**src/rtl/cpu_main_fsm_pkg.sv**
```systemverilog
// Shared rv32i definitions for the multi-cycle sequencer: FSM states,
// write-back source select, base opcodes and the native datapath width.
package cpu_main_fsm_pkg;

  localparam int unsigned XLEN        = 32;
  localparam int unsigned INSTR_WIDTH = 32;
  localparam int unsigned OPCODE_W    = 7;
  localparam int unsigned REG_IDX_W   = 5;

  typedef enum logic [2:0] {
    FETCH     = 3'd0,
    DECODE    = 3'd1,
    EXECUTE   = 3'd2,
    MEMORY    = 3'd3,
    WRITEBACK = 3'd4,
    TRAP      = 3'd5
  } state_t;

  typedef enum logic [1:0] {
    WB_ALU = 2'd0,
    WB_MEM = 2'd1,
    WB_PC4 = 2'd2
  } wb_sel_t;

  typedef enum logic [6:0] {
    OP_LOAD   = 7'b0000011,
    OP_FENCE  = 7'b0001111,
    OP_IMM    = 7'b0010011,
    OP_AUIPC  = 7'b0010111,
    OP_STORE  = 7'b0100011,
    OP_REG    = 7'b0110011,
    OP_LUI    = 7'b0110111,
    OP_BRANCH = 7'b1100011,
    OP_JALR   = 7'b1100111,
    OP_JAL    = 7'b1101111,
    OP_SYSTEM = 7'b1110011
  } opcode_t;

endpackage

```
**src/rtl/cpu_wb_decode.sv**
```systemverilog
// Combinational opcode/rd decoder: register-file write enable, write-back
// source and the control-flow / memory class flags used by the sequencer.
module cpu_wb_decode
  import cpu_main_fsm_pkg::*;
(
  input  opcode_t                opcode,
  input  logic [REG_IDX_W-1:0]   rd,
  output logic                   rf_we_c,
  output wb_sel_t                wb_sel_c,
  output logic                   is_jump_c,
  output logic                   is_jalr_c,
  output logic                   is_branch_c,
  output logic                   is_mem_c,
  output logic                   is_store_c
);

  logic writes_rd;

  // Classify the opcode; anything unrecognised behaves as a NOP
  always_comb begin
    writes_rd   = 1'b0;
    wb_sel_c    = WB_ALU;
    is_jump_c   = 1'b0;
    is_jalr_c   = 1'b0;
    is_branch_c = 1'b0;
    is_mem_c    = 1'b0;
    is_store_c  = 1'b0;
    case (opcode)
      OP_REG, OP_IMM, OP_LUI, OP_AUIPC: writes_rd = 1'b1;
      OP_JAL: begin
        writes_rd = 1'b1;
        wb_sel_c  = WB_PC4;
        is_jump_c = 1'b1;
      end
      OP_JALR: begin
        writes_rd = 1'b1;
        wb_sel_c  = WB_PC4;
        is_jump_c = 1'b1;
        is_jalr_c = 1'b1;
      end
      OP_LOAD: begin
        writes_rd = 1'b1;
        wb_sel_c  = WB_MEM;
        is_mem_c  = 1'b1;
      end
      OP_STORE: begin
        is_mem_c   = 1'b1;
        is_store_c = 1'b1;
      end
      OP_BRANCH: is_branch_c = 1'b1;
      default: writes_rd = 1'b0;
    endcase
  end

  // x0 is hardwired, so a write to it is suppressed here
  assign rf_we_c = writes_rd && (rd != '0);

endmodule

```
**src/rtl/cpu_main_fsm.sv**
```systemverilog
// Multi-cycle rv32i sequencer: owns PC and IR, runs the instruction/data
// memory handshakes, and takes every PC sum from the registered ALU result.
// Optional feature: define MISALIGN_TRAP_EN to trap on misaligned jump or
// taken-branch targets (adds TRAP state and the trap output).
module cpu_main_fsm
  import cpu_main_fsm_pkg::*;
#(
  parameter int unsigned           DATA_WIDTH = XLEN,
  parameter logic [DATA_WIDTH-1:0] RESET_PC   = DATA_WIDTH'(32'h0000_0000)
) (
  input  logic                   clk,
  input  logic                   rst,
  output state_t                 current_state,
  output logic [DATA_WIDTH-1:0]  current_pc,
  output logic [INSTR_WIDTH-1:0] instr,
  output opcode_t                opcode,
  output logic [2:0]             funct3,
  output logic [6:0]             funct7,
  output logic                   imem_req,
  output logic [DATA_WIDTH-1:0]  imem_addr,
  input  logic [INSTR_WIDTH-1:0] imem_rdata,
  input  logic                   imem_ready,
  output logic                   dmem_req,
  output logic                   dmem_we,
  output logic [DATA_WIDTH-1:0]  dmem_addr,
  input  logic [DATA_WIDTH-1:0]  dmem_rdata,
  input  logic                   dmem_ready,
  input  logic [DATA_WIDTH-1:0]  alu_result,
  input  logic                   branch_taken,
  output logic [DATA_WIDTH-1:0]  load_data,
  output logic                   rf_we,
`ifdef MISALIGN_TRAP_EN
  output logic                   trap,
`endif
  output wb_sel_t                wb_sel
);

  state_t                  state_q, state_d;
  logic [DATA_WIDTH-1:0]   pc_q, pc_d;
  logic [INSTR_WIDTH-1:0]  instr_q, instr_d;
  logic [DATA_WIDTH-1:0]   pc_plus4_q, pc_plus4_d;
  logic [DATA_WIDTH-1:0]   target_q, target_d;
  logic [DATA_WIDTH-1:0]   load_data_q, load_data_d;
`ifdef MISALIGN_TRAP_EN
  logic                    misalign_q, misalign_d;
`endif

  logic    dec_rf_we;
  wb_sel_t dec_wb_sel;
  logic    is_jump, is_jalr, is_branch, is_mem, is_store;
  logic    take_target;

  // Instruction field views of the IR
  assign opcode = opcode_t'(instr_q[OPCODE_W-1:0]);
  assign funct3 = instr_q[14:12];
  assign funct7 = instr_q[31:25];

  // Write-back controls and instruction class from the latched instruction
  cpu_wb_decode u_wb_decode (
    .opcode      (opcode),
    .rd          (instr_q[11:7]),
    .rf_we_c     (dec_rf_we),
    .wb_sel_c    (dec_wb_sel),
    .is_jump_c   (is_jump),
    .is_jalr_c   (is_jalr),
    .is_branch_c (is_branch),
    .is_mem_c    (is_mem),
    .is_store_c  (is_store)
  );

  // State and datapath registers; reset abandons any in-flight access
  always_ff @(posedge clk or posedge rst) begin
    if (rst) begin
      state_q     <= FETCH;
      pc_q        <= RESET_PC;
      instr_q     <= '0;
      pc_plus4_q  <= '0;
      target_q    <= '0;
      load_data_q <= '0;
`ifdef MISALIGN_TRAP_EN
      misalign_q  <= 1'b0;
`endif
    end else begin
      state_q     <= state_d;
      pc_q        <= pc_d;
      instr_q     <= instr_d;
      pc_plus4_q  <= pc_plus4_d;
      target_q    <= target_d;
      load_data_q <= load_data_d;
`ifdef MISALIGN_TRAP_EN
      misalign_q  <= misalign_d;
`endif
    end
  end

  // Next-state, register updates and state-decoded handshake outputs
  always_comb begin
    state_d     = state_q;
    pc_d        = pc_q;
    instr_d     = instr_q;
    pc_plus4_d  = pc_plus4_q;
    target_d    = target_q;
    load_data_d = load_data_q;
`ifdef MISALIGN_TRAP_EN
    misalign_d  = misalign_q;
`endif
    imem_req    = 1'b0;
    dmem_req    = 1'b0;
    dmem_we     = 1'b0;
    dmem_addr   = '0;
    rf_we       = 1'b0;
    take_target = is_jump || (is_branch && branch_taken);

    case (state_q)
      FETCH: begin
        imem_req = 1'b1;
        if (imem_ready) begin
          instr_d = imem_rdata;
          state_d = DECODE;
        end
      end
      DECODE: begin
        // ALU produced PC+4 during FETCH
        pc_plus4_d = alu_result;
        state_d    = EXECUTE;
      end
      EXECUTE: begin
        if (is_jump || is_branch) begin
          target_d = alu_result;
          if (is_jalr) target_d[0] = 1'b0;
`ifdef MISALIGN_TRAP_EN
          misalign_d = (target_d[1:0] != 2'b00);
`endif
        end
        state_d = is_mem ? MEMORY : WRITEBACK;
      end
      MEMORY: begin
        dmem_req  = 1'b1;
        dmem_we   = is_store;
        dmem_addr = alu_result;
        if (dmem_ready) begin
          load_data_d = dmem_rdata;
          state_d     = WRITEBACK;
        end
      end
      WRITEBACK: begin
        rf_we = dec_rf_we;
`ifdef MISALIGN_TRAP_EN
        if (take_target && misalign_q) begin
          rf_we   = 1'b0;
          state_d = TRAP;
        end else begin
          pc_d    = take_target ? target_q : pc_plus4_q;
          state_d = FETCH;
        end
`else
        pc_d    = take_target ? {target_q[DATA_WIDTH-1:2], 2'b00} : pc_plus4_q;
        state_d = FETCH;
`endif
      end
`ifdef MISALIGN_TRAP_EN
      TRAP: state_d = TRAP;
`endif
      default: state_d = FETCH;
    endcase
  end

  assign current_state = state_q;
  assign current_pc    = pc_q;
  assign instr         = instr_q;
  assign imem_addr     = pc_q;
  assign load_data     = load_data_q;
  assign wb_sel        = dec_wb_sel;
`ifdef MISALIGN_TRAP_EN
  assign trap          = (state_q == TRAP);
`endif

endmodule

```
**config.mk**
```make
export PLATFORM = sky130hd
export DESIGN_NAME = cpu_main_fsm
export DESIGN_NICKNAME = d
export VERILOG_FILES = /design/src/rtl/cpu_main_fsm_pkg.sv /design/src/rtl/cpu_wb_decode.sv /design/src/rtl/cpu_main_fsm.sv
export SDC_FILE = /design/constraint.sdc
export NUM_CORES = 1
export LEC_CHECK = 0
export CAP_MARGIN = 20
export CORE_MARGIN = 3
export CORE_UTILIZATION = 44
export CTS_BUF_LIST = sky130_fd_sc_hd__clkbuf_4 sky130_fd_sc_hd__clkbuf_8 sky130_fd_sc_hd__clkbuf_16
export DETAILED_ROUTE_END_ITERATION = 6
export PLACE_DENSITY = 0.85
export SYNTH_ARGS = -nofsm -noshare
export SYNTH_HDL_FRONTEND = slang
export SYNTH_SLANG_ARGS = --single-unit
```
**constraint.sdc**
```tcl
create_clock -name clk -period 7.1 [get_ports clk]
set_clock_uncertainty 0.2 [all_clocks]
set_input_delay 2.13 -clock clk [delete_from_list [all_inputs] [get_ports clk]]
set_output_delay 2.13 -clock clk [all_outputs]
set_load 0.03 [all_outputs]
```
==> results.md <==
* Status: finished clean
* Commonest non-fill, non-tap cells in the layout: clkdlybuf4s50_1 (286), dfrtp_1 (161), mux2_2 (95)
* Max_cap viols at 0
* Num ports at 287
* Crit path capture type: output port
* Crit-path cells: clkdlybuf4s50_1 > and2_1 > clkdlybuf4s50_1
* Hold path startpoint: pc_plus4_q[28]
* DRT antenna net count at 0
* RR Startpoint: current_state[1]
* DRC errors left at 0
* Number of buffers and inverters on the critical path at 2
* Cts hold-fix bufs at 0
* Yosys warnings at 0
* Finished Layout Cells at 1020
* Die height at 133 um
* Final period utilization at 82.0%
* Pin count of the biggest net entering global routing at 67
* CTS root buffer: clkbuf_16
* Post-CTS setup buffers at 0
* GRT Util Overall at 20.3%
* FF+latch count, synth at 161
* Startpoint type of the worst setup path: input pin
* Max Slew Vio Count at 0
* Final setup viols at 0
* Area Growth Syn to Fin at 46.0%
* Crit path largest cell delay at 0.70 ns
* Netlist area before placement at 7110 sq um
* Reg2reg setup slack at 4.16 ns
* Slowest cell on crit path: clkdlybuf4s50_1
* Most frequent CP cell: clkdlybuf4s50_1
* FF-to-FF End: load_data[17]
* Routed wire length at 17700 um
* Vias in the first global route at 5500
* DP HPWL at 12600 um
* First-pass GRT wire length at 28700 um
* Cts repair resizes at 0
* Clk Latency, worst-skew pair at 0.42 ns
* Fmax at 0.172 GHz
* Core ar. at 15500 sq um
* CTS tree: yes
* CP Max Fanout at 3
* Vias at 5016
* HP Class: reg2reg
* Initial antenna violation count at 0
* Initial DRC Count at 200
* WL per Instance at 17.4 um
* Instance count on the critical path at 3
* FF-to-FF path depth at 5
* FILL cells at 1068
* Synth cell types at 35
* Cts bufs inserted at 17
* Placed insts at 986
* N_diodes at 0
* Via density at 4.92
* Critical Path Start: alu_result[30]
* WP data required at 4.77 ns
* Rows at 45
* Number of I/O port buffers at 286
* Post-layout instance area at 10400 sq um
* Syn Area/Cell at 12.6 sq um
* DRT Pass-1 Iters at 6
* Power per cell area at 502 nW/um^2
* Synth Net Count at 664
* Crit path DAT at 3.49 ns
* Fin. Hold Viols at 0
* Nets@finish at 897
* Leakage power at 4.49 nW
* Final Core Density at 67.0%
* Die Span X at 133 um
* CTS clk-pin slew, worst paths at 0.06 ns
* Syn Inst Count at 563
* Starting Density at 45.9%
* Crit path max-delay family: buffers and inverters
* GRT overflow at 0
* Final TNS setup at 0 ns
* CTS max path bufs at 2
* CP endpoint: dmem_addr[30]
* Die area at 17700 sq um
* CTS H-Tree Depth at 4
* Most common cell after layout, fill and taps aside: clkdlybuf4s50_1
* Peak supply drop at 0.326 mV
* Slew HR at 31.8%
* Critical path type: in2out
* RSZ-0062 raised after global routing: false
* Placer Congestion at 0.738
* Post-layout min period at 5.82 ns
* Clk sinks at 161
* Share of layout cells above drive strength 1 at 21.5%
* Worst Max-Slew Pin Slew at 1.02 ns
* Placed inst area at 9760 sq um
* Sequential fraction of the synthesis area at 56.7%
-- through the flow --
stage	total power (W)	setup WS (ns)	hold WS (ns)
after floorplan	0.00337	0.422	0.265
after global placement	0.00425	1.27	0.288
after detailed placement	0.00433	1.26	0.290
after CTS	0.00526	1.25	0.309
after global routing	0.00546	1.21	0.313
final	0.00521	1.28	0.305
-- final cells by class --
class / count / area (sq um) / share of cell area (%)
flip-flops and latches: 161 / 4030 / 38.8
repair buffers: 295 / 2950 / 28.4
multi-input cells: 316 / 2530 / 24.3
clock buffers: 18 / 433 / 4.17
well taps: 211 / 264 / 2.54
clock inverters: 14 / 155 / 1.49
inverters: 5 / 23.8 / 0.229
-- worst reg2reg max path: cells and delay by family, from the launching register on --
| kind | cells | cell delay [ns] |
|---|---|---|
| simple gates | 2 | 1.03 |
| buf+inv | 2 | 0.49 |
| mux | 1 | 0.54 |
| flops | 1 | 0.57 |
-- cells in the mapped netlist --
master	instances	area, sq um
clkbuf_1	10	37.5
nand3_1	2	10.0
clkbuf_2	1	5.00
buf_4	54	405
nor3_1	2	10.0
o2111ai_1	1	8.76
nor3b_1	1	7.51
inv_2	1	3.75
nor3_2	1	10.0
o211ai_1	1	7.51
and2_1	35	219
a31oi_1	30	188
o211a_1	1	10.0
o21ai_0	3	15.0
mux2_4	30	450
nand2b_1	2	12.5
dfrtp_1	161	4030
a21oi_1	3	15.0
o21a_1	1	7.51
nand2_2	1	6.26
inv_1	4	15.0
nand2_1	63	236
mux2_2	95	1070
nor3b_2	1	12.5
a311oi_1	1	8.76
or4_1	1	7.51
nor3b_4	1	18.8
buf_2	13	65.1
nor2b_1	2	12.5
and3b_1	2	17.5
mux2_1	1	11.3
a221oi_1	1	8.76
buf_6	3	33.8
nor2_1	32	120
and3_1	2	12.5
-- report_power, final --
part           switching (W)  internal (W)
clock               0.000379      0.000527
sequential          0.000300       0.00131
combinational        0.00144       0.00125
-- registers in the layout (all words and copies together) (netlist names) --
register       cells
load_data         32
target_q          30
current_pc        32
instr             32
current_state      3
pc_plus4_q        32
-- kinds of logic (layout without fill, tap and decap cells) --
group           Yosys count  count (layout)  synth area share (%)
flops                   161             161                  56.7
simple gates            148             148                  10.0
mux                     126             126                  21.5
buf+inv                  86             332                  7.96
compound gates           42              42                  3.78
-- layer usage --
layer / track usage [%] / wire length (um) / vias up / part of all wire (%)
met4: 7.66 / 380 / 0 / 2.1
met5: 0 / 0 / - / 0
li1: - / - / 2335 / -
met3: 6.34 / 1350 / 34 / 7.6
met1: 23.6 / 6970 / 2456 / 39
met2: 35.3 / 9040 / 191 / 51
-- how the worst min path moves through the flow --
stage                     end  slack [ns]  cells past startpoint
2_1_floorplan   current_pc[0]        0.26                      2
3_3_place_gp    current_pc[1]        0.29                      2
3_5_place_dp    load_data[20]        0.29                      1
4_1_cts             instr[24]        0.31                      1
5_1_grt             instr[24]        0.31                      1
6_report       pc_plus4_q[28]        0.31                      1
Power figures use the tool's default switching activity.
